<file path="src/rtl/lbm_field_reader.sv">
// Frame sweeper for the LBM macroscopic field memories: reads p/ux/uy for every cell and
// streams one registered {addr, p, ux, uy} record per valid/ready handshake.
module lbm_field_reader #(
  parameter int GRID_DIM        = 256,
  parameter int DATA_WIDTH      = 32,
  parameter int ADDRESS_WIDTH   = $clog2(GRID_DIM),
  parameter int FRACTIONAL_BITS = 24
) (
  input  logic                     CLOCK_50,
  input  logic                     RESET,
  input  logic                     start,
  output logic                     rd_en,
  output logic [ADDRESS_WIDTH-1:0] rd_addr,
  input  logic [DATA_WIDTH-1:0]    p_mem_data_out,
  input  logic [DATA_WIDTH-1:0]    ux_mem_data_out,
  input  logic [DATA_WIDTH-1:0]    uy_mem_data_out,
  output logic                     out_valid,
  input  logic                     out_ready,
  output logic [ADDRESS_WIDTH-1:0] out_addr,
  output logic [DATA_WIDTH-1:0]    out_p,
  output logic [DATA_WIDTH-1:0]    out_ux,
  output logic [DATA_WIDTH-1:0]    out_uy,
  output logic                     out_last,
  output logic                     busy,
  output logic                     done,
  output logic [15:0]              frame_count
);

  // Field words are fixed point and passed through untouched; only sanity-check the format.
  if (FRACTIONAL_BITS >= DATA_WIDTH) begin : g_frac_check
    $error("FRACTIONAL_BITS must be smaller than DATA_WIDTH");
  end

  localparam logic [ADDRESS_WIDTH-1:0] LastAddr = ADDRESS_WIDTH'(GRID_DIM - 1);

  typedef enum logic [1:0] {StIdle, StRead, StDrain, StDone} state_e;

  state_e                   state_q, state_d;
  logic [ADDRESS_WIDTH-1:0] rd_addr_q, rd_addr_d;
  logic                     inflight_q;
  logic [ADDRESS_WIDTH-1:0] inflight_addr_q;
  logic [ADDRESS_WIDTH-1:0] fifo_addr_q [2];
  logic [DATA_WIDTH-1:0]    fifo_p_q    [2];
  logic [DATA_WIDTH-1:0]    fifo_ux_q   [2];
  logic [DATA_WIDTH-1:0]    fifo_uy_q   [2];
  logic                     rd_ptr_q, wr_ptr_q;
  logic [1:0]               count_q;
  logic [15:0]              frame_count_q;
  logic                     push, pop;
  logic [2:0]               occupancy;

  always_comb begin
    out_valid = (count_q != 2'd0);
    pop       = out_valid && out_ready;
    push      = inflight_q;
    // Credit includes the slot freed by a pop this cycle, which sustains 1 record per cycle.
    occupancy = {1'b0, count_q} + {2'b0, inflight_q} - {2'b0, pop};
    out_addr  = fifo_addr_q[rd_ptr_q];
    out_p     = fifo_p_q[rd_ptr_q];
    out_ux    = fifo_ux_q[rd_ptr_q];
    out_uy    = fifo_uy_q[rd_ptr_q];
    out_last  = out_valid && (out_addr == LastAddr);
  end

  always_comb begin
    state_d   = state_q;
    rd_addr_d = rd_addr_q;
    rd_en     = 1'b0;
    busy      = 1'b0;
    done      = 1'b0;
    unique case (state_q)
      StIdle: begin
        if (start) begin
          state_d   = StRead;
          rd_addr_d = '0;
        end
      end
      StRead: begin
        busy = 1'b1;
        if (occupancy < 3'd2) begin
          rd_en = 1'b1;
          if (rd_addr_q == LastAddr) begin
            state_d = StDrain;
          end else begin
            rd_addr_d = rd_addr_q + ADDRESS_WIDTH'(1);
          end
        end
      end
      StDrain: begin
        busy = 1'b1;
        if (pop && out_last) begin
          state_d = StDone;
        end
      end
      StDone: begin
        busy    = 1'b1;
        done    = 1'b1;
        state_d = StIdle;
      end
      default: state_d = StIdle;
    endcase
  end

  always_ff @(posedge CLOCK_50 or negedge RESET) begin
    if (!RESET) begin
      state_q         <= StIdle;
      rd_addr_q       <= '0;
      inflight_q      <= 1'b0;
      inflight_addr_q <= '0;
      rd_ptr_q        <= 1'b0;
      wr_ptr_q        <= 1'b0;
      count_q         <= 2'd0;
      frame_count_q   <= 16'd0;
      for (int i = 0; i < 2; i++) begin
        fifo_addr_q[i] <= '0;
        fifo_p_q[i]    <= '0;
        fifo_ux_q[i]   <= '0;
        fifo_uy_q[i]   <= '0;
      end
    end else begin
      state_q    <= state_d;
      rd_addr_q  <= rd_addr_d;
      inflight_q <= rd_en;
      if (rd_en) begin
        inflight_addr_q <= rd_addr_q;
      end
      if (push) begin
        fifo_addr_q[wr_ptr_q] <= inflight_addr_q;
        fifo_p_q[wr_ptr_q]    <= p_mem_data_out;
        fifo_ux_q[wr_ptr_q]   <= ux_mem_data_out;
        fifo_uy_q[wr_ptr_q]   <= uy_mem_data_out;
        wr_ptr_q              <= ~wr_ptr_q;
      end
      if (pop) begin
        rd_ptr_q <= ~rd_ptr_q;
      end
      count_q <= count_q + {1'b0, push} - {1'b0, pop};
      if (state_q == StDone) begin
        frame_count_q <= frame_count_q + 16'd1;
      end
    end
  end

  assign rd_addr     = rd_addr_q;
  assign frame_count = frame_count_q;

endmodule
</file>
<file path="config.mk">
export PLATFORM = sky130hd
export DESIGN_NAME = lbm_field_reader
export DESIGN_NICKNAME = d
export VERILOG_FILES = /design/src/rtl/lbm_field_reader.sv
export SDC_FILE = /design/constraint.sdc
export NUM_CORES = 1
export LEC_CHECK = 0
export BUFFER_PORTS_ARGS = -buffer_cell sky130_fd_sc_hd__buf_2
export CAP_MARGIN = 20
export CELL_PAD_IN_SITES_DETAIL_PLACEMENT = 0
export CELL_PAD_IN_SITES_GLOBAL_PLACEMENT = 1
export CORE_ASPECT_RATIO = 2
export CORE_MARGIN = 5
export CORE_UTILIZATION = 45
export CTS_BUF_LIST = sky130_fd_sc_hd__clkbuf_8
export DETAILED_ROUTE_END_ITERATION = 8
export PLACE_DENSITY_LB_ADDON = 0.1
export SETUP_SLACK_MARGIN = 0.02
export SYNTH_ARGS = -nofsm -noshare
export SYNTH_HDL_FRONTEND = slang
export SYNTH_SLANG_ARGS = --single-unit
export TNS_END_PERCENT = 30
</file>
<file path="constraint.sdc">
create_clock -name CLOCK_50 -period 3.7 [get_ports CLOCK_50]
set_input_delay 0.185 -clock CLOCK_50 [delete_from_list [all_inputs] [get_ports CLOCK_50]]
set_output_delay 0.185 -clock CLOCK_50 [all_outputs]
set_load 0.01 [all_outputs]
</file>
Word-level counts from Yosys, hierarchy flattened

Cells that the tools add are included.

Logic and storage cells: 83
Register bits: 247

Magnitude comparators: 4
Mux-type cells: 33
Reductions and logical operators: 10
Add/sub/neg operators: 6
Equal/unequal tests: 10
Bitwise logic cells: 4

Operators by type and width:

| kind                                                        | count |
|---|---|
| two-way mux 32 bit                                          | 10 |
| bitwise mux 64 bit                                          | 3 |
| two-way mux 8 bit                                           | 7 |
| demux 32 bit (select 1 bit)                                 | 1 |
| adder 16 x 1 -> 16 bit (second input constant)              | 1 |
| bitwise mux 16 bit                                          | 1 |
| equality test 8 bit (second input constant)                 | 2 |
| one-hot mux 8 bit (2 select lines)                          | 1 |
| != test 2 bit (second input constant)                       | 5 |
| adder 8 x 1 -> 8 bit (second input constant)                | 1 |
| demux 8 bit (select 1 bit)                                  | 1 |
| two-way mux 2 bit                                           | 4 |
| one-hot mux 2 bit (4 select lines)                          | 1 |
| AND reduction 4 bit                                         | 2 |
| equality test 2 bit (second input constant)                 | 2 |
| greater-or-equal comparator 2 bit (second input constant)   | 2 |
| logical AND 1 bit                                           | 4 |
| two-way mux 1 bit                                           | 4 |
| inverter 1 -> 2 bit                                         | 2 |
| nonzero test 2 bit                                          | 2 |
| adder 2 x 1 -> 3 bit                                        | 1 |
| less-than comparator 3 x 2 -> 1 bit (second input constant) | 1 |
| OR reduction 3 bit                                          | 1 |
| subtractor 3 x 1 -> 3 bit                                   | 1 |
| other kinds (6)                                             | 7 |

Logic depth before layout (Yosys ltp)

Depth after elaboration: 9
Mapped depth: 11
Mapped depth without buffers: 11

Worst setup path before layout

No wires, ideal clock.

Path type: register to register
Start: reg count_q[1]
End: reg state_q[1]
Library setup time: 0.125 ns
Setup slack: 0.984 ns
Data arrival time: 2.591 ns
Clock period less this slack: 2.716 ns
Cell stages (with the launch flop): 12
Path through: dfrtp_1 o21ai_0 inv_1 ha_1 inv_1 ha_1 fa_1 xor2_1 o211a_4 nand3_1 a21oi_1 mux2_2

Longest elaborated chain between the ends: 6
Elaborated cells between the ends (all ways): 10
Classes of those cells: 2 x add/sub; 1 x order compare; 2 x eq/ne; 5 x reduce/logical

RTL lines:

| item                                     | RTL line | text |
|---|---|---|
| from (decl)                              | 47       | `logic [1:0] count_q;` |
| from (signal assigned)                   | 137      | `count_q <= count_q + {1'b0, push} - {1'b0, pop};` |
| nonzero test 2 bit (*)                   | 53       | `out_valid = (count_q != 2'd0);` |
| logical AND 1 bit (*)                    | 54       | `pop = out_valid && out_ready;` |
| net pop                                  | 49       | `logic push, pop;` |
| subtractor 3 x 1 -> 3 bit                | 57       | `occupancy = {1'b0, count_q} + {2'b0, inflight_q} - {2'b0, pop};` |
| less-than comparator 3 x 2 -> 1 bit      | 80       | `if (occupancy < 3'd2) begin` |
| != test 2 bit (no source line)           | -        |  |
| AND reduction 4 bit (no source line) (*) | -        |  |
| to (signal assigned)                     | 106      | `state_q <= StIdle;` |
| to (signal assigned)                     | 121      | `state_q <= state_d;` |
| to (decl)                                | 38       | `state_e state_q, state_d;` |

Mark *: on every way through the listed nets, which the timed path passes. The rest lies on a longest branch.
A chain may end at the register's enable or synchronous reset.

Final worst setup path

Start: reg count_q[1]
End: out rd_en

Longest elaborated chain between the ends: 6
Elaborated cells between the ends (all ways): 7
Classes of those cells: 2 x add/sub; 1 x order compare; 2 x mux; 2 x reduce/logical

RTL lines:

| item                                | RTL line | text |
|---|---|---|
| nonzero test 2 bit                  | 53       |  |
| logical AND 1 bit                   | 54       |  |
| net pop                             | 49       |  |
| subtractor 3 x 1 -> 3 bit           | 57       |  |
| less-than comparator 3 x 2 -> 1 bit | 80       |  |
| two-way mux 1 bit                   | 80       |  |
| two-way mux 1 bit                   | 71       | `unique case (state_q)` |
| to (decl)                           | 12       | `output logic rd_en,` |

The timed path passes the listed nets, and every way through them passes these cells.

==> flow_summary_export.csv <==
group,metric,value,unit
sta,period_needed,3.25,ns
placed_design,placed_area,12200,µm²
synth,yosysSeqAreaShare,0.574,
route,post_drt_via_cell_ratio,5.18,
power_and_ir_drop,intPower,7950,µW
sta,max_freq,308,MHz
setup_path,worst_setup_path_start_kind,"register",
power_and_ir_drop,switching_share,0.332,
global_route,antenna_found_initial,0,
clock_network,ctsHtreeMaxLevel,2,
sta,worst_pin_slew,0.938,ns
synth,synth-xor-area-share,0.0171,
sta,timing.final.crit_share,0.878,
final_layout,diodes,0,
synth,syn-num-nets,834,
sta,slew_viol_final,0,
clock_network,cts_resized,0,
synth,yosys_warnings,0,
synth,synth_compound_area_frac,0.0124,
global_route,grt_start_max_net_pins,120,
floorplan,coreArea,23700,µm²
synth,yosys.area_share.adder,0.0123,
setup_path,required,3.51,ns
power_and_ir_drop,clockPowerShare,0.189,
route,vias,7166,
placed_design,port_buffers,232,
synth,synth-simple-area-share,0.0297,
clock_network,cts_inserted_buffers,37,
synth,synth_area_per_cell,14.9,µm²
synth,synth_top_area_frac,0.574,
sta,slew_headroom,0.375,
route,drc,0,
setup_path,cp.arrival,3.06,ns
clock_network,clkLatencyLatePin,0.51,ns
floorplan,rows,80,
sta,setup_viol,0,
setup_path,critPathKind,"register to primary output",
synth,syn_area,10800,µm²
floorplan,fp.dieH,229,µm
synth,synth-main-ff-cell,"dfrtp_1",
floorplan,die_width,119,µm
setup_path,worstPathMaxFanout,5,
power_and_ir_drop,leakage,0.00668,µW
setup_path,path_cells,"o21ai_0 -> inv_1 -> ha_1 -> inv_1 -> ha_1 -> fa_1 -> xor2_1 -> nand3b_1 -> inv_1 -> buf_2",
power_and_ir_drop,p_switching,3950,µW
synth,async_reset_ff_frac,1.00,
setup_path,end_kind,"primary output",
clock_network,cts_tree,"built",
final_layout,drive_gt1_frac,0.567,
power_and_ir_drop,p_per_area,848,nW/µm²
route,drt_iter0_markers,246,
sta,tns,0,ns
floorplan,die_area,27300,µm²
status,outcome,"complete, no violations",
clock_network,root_buffer,"clkbuf_8",
sta,finalHoldWorstSlack,0.0664,ns
clock_network,clock_sink_count,247,
placed_design,dp_hpwl,17700,µm
global_route,grt_usage,0.193,
power_and_ir_drop,p_comb_frac,0.415,
floorplan,start_util,0.454,
clock_network,clockBufferDepth,3,
final_layout,nNetsFinal,1178,
synth,synthCells,724,
synth,synth_edf_count,0,
sta,rsz0062_at_grt,"false",
global_route,grt_pass1_wl,42500,µm
final_layout,syn_to_final_growth,30.3,%
global_route,grt_pass1_vias,8182,
setup_path,path_common_cell,"inv_1",
global_route,grt.overflow.total,0,
route,drt_wl_total,26400,µm
sta,skew,0.00752,ns
clock_network,clk_pin_slew,0.07,ns
setup_path,max_stage_delay,0.41,ns
placed_design,gp_congestion,0.776,
route,first_pass_iters,4,
synth,synthTopCellsByArea,"dfrtp_1 57%, mux2_2 34%, buf_2 1.1%, xnor2_1 1.1%, ha_1 1.0%",
synth,ys_ff_latch,247,
route,drtAntennaViolNets,0,
synth,yosys.cell_types.count,33,
final_layout,final_cell_area,14000,µm²
setup_path,crit_slowest_cell,"dfrtp_1",
floorplan,ios,233,
min_path,hp-class,"input pin to register",
sta,hold_viol,0,
synth,synth_area_leader_cell,"dfrtp_1",
power_and_ir_drop,ir_worst_vdd,0.497,mV
synth,synth_top_family_by_area,"multiplexers",
flow_run,drv_cap,0,
synth,synthMuxAreaShare,0.336,
route,route.detailed.wl_per_inst,19.1,µm
power_and_ir_drop,seq_power_share,0.395,
-- registers in the layout, indices dropped and copies added (netlist names) --
signal           cells
rd_addr              8
inflight_q           1
rd_ptr_q             1
wr_ptr_q             1
inflight_addr_q      8
frame_count         16
count_q              2
fifo_uy_q           64
state_q              2
fifo_addr_q         16
fifo_p_q            64
fifo_ux_q           64
-- what timing repair did --
action	in CTS	in global routing
hold buffers	98	0
endpoints found under the setup margin	0	1
endpoints found under the hold margin	309	0
buffers inserted	0	4
-- metal layers --
metal,up-vias,track usage,part of all wire
met5,-,0,0
met4,0,0.0714,0.029
met3,49,0.0354,0.046
met2,198,0.373,0.57
met1,3647,0.204,0.35
li1,3272,-,-
-- critical path: cells and delay by family, from the launching register on --
family	cells	cell delay (ns)
buf+inv	4	0.40
xor+xnor	1	0.28
compound gates	1	0.38
fa+ha+maj	3	0.85
flops	1	0.41
simple gates	1	0.24
-- area by class of cell --
type | count | area (µm²)
Multi-Input combinational cell | 431 | 4400
Sequential cell | 247 | 6180
Clock buffer | 49 | 674
Tap cell | 287 | 359
Clock inverter | 18 | 98.8
Timing Repair Buffer | 341 | 2270
Fill cell | 1942 | 9700
Inverter | 10 | 37.5
-- cells by family (layout without fill, tap and decap cells) --
| logic type | after synthesis | count (layout) |
|---|---|---|
| muxes | 321 | 321 |
| DFF | 247 | 247 |
| and+or+nand+nor | 61 | 61 |
| buffers and inverters | 46 | 418 |
| xor gates and xnor gates | 21 | 21 |
| AOI/OAI and AO/OA | 18 | 18 |
| adders and majority gates | 10 | 10 |
-- cells in the mapped netlist, types with 7 or more instances --
| cell | number |
|---|---|
| nor2_1 | 8 |
| buf_2 | 23 |
| inv_1 | 10 |
| mux2_2 | 321 |
| xnor2_1 | 13 |
| nand4_1 | 7 |
| nand3_1 | 11 |
| xor2_1 | 8 |
| dfrtp_1 | 247 |
| buf_1 | 11 |
| nand2_1 | 15 |
| ha_1 | 9 |
-- final timing paths --
| path | slack, ns | end | depth (start not counted) | startpoint |
|---|---|---|---|---|
| worst max register to register | 0.69 | rd_addr[5] | 11 | count_q[1] |
| worst min-delay path | 0.07 | rd_ptr_q | 3 | out_ready |
| min in group asynchronous | 0.35 | fifo_ux_q[20] | 2 | RESET |
| max in group asynchronous | 2.19 | fifo_uy_q[53] | 3 | RESET |
| worst max-delay path | 0.45 | rd_en | 10 | count_q[1] |
| worst min register to register | 0.48 | frame_count[15] | 1 | frame_count[15] |
-- through the flow --
stage / instances / setup slack [ns] / total power (µW) / util
after floorplan: 724 / 0.984 / 7880 / -
after global placement: 1214 / 0.811 / 9430 / 0.516
after detailed placement: 1214 / 0.710 / 9670 / 0.516
after CTS: 1379 / 0.210 / 12100 / 0.590
after global routing: 1383 / 0.185 / 12700 / 0.591
final: 1383 / 0.452 / 11900 / 0.591
-- placed cells by master, fill, tap and decap left out, types with 2 or more instances in the layout --
| cell | count |
|---|---|
| dlygate4sd3_1 | 98 |
| and4_1 | 2 |
| a22o_1 | 2 |
| nand4_1 | 7 |
| or4_1 | 2 |
| dfrtp_1 | 246 |
| buf_12 | 3 |
| buf_2 | 231 |
| nand2_1 | 14 |
| nor2_1 | 8 |
| and3_1 | 5 |
| xnor2_1 | 13 |
| ha_1 | 9 |
| a21o_1 | 2 |
| nor2b_1 | 4 |
| inv_1 | 25 |
| a21oi_1 | 3 |
| nand3b_1 | 2 |
| xor2_1 | 8 |
| clkbuf_8 | 49 |
| nand3_1 | 11 |
| buf_4 | 8 |
| o211ai_1 | 2 |
| mux2_2 | 321 |
| o21ai_0 | 4 |
-- power by group through the flow --
stage	Clock, µW	Combinational [µW]	Sequential (µW)
2_1_floorplan	0	3490	4390
3_3_place_gp	0	4780	4650
3_5_place_dp	0	4900	4760
4_1_cts	2350	5010	4720
5_1_grt	2460	5370	4870
6_report	2250	4940	4700
Power figures use the tool's default switching activity.
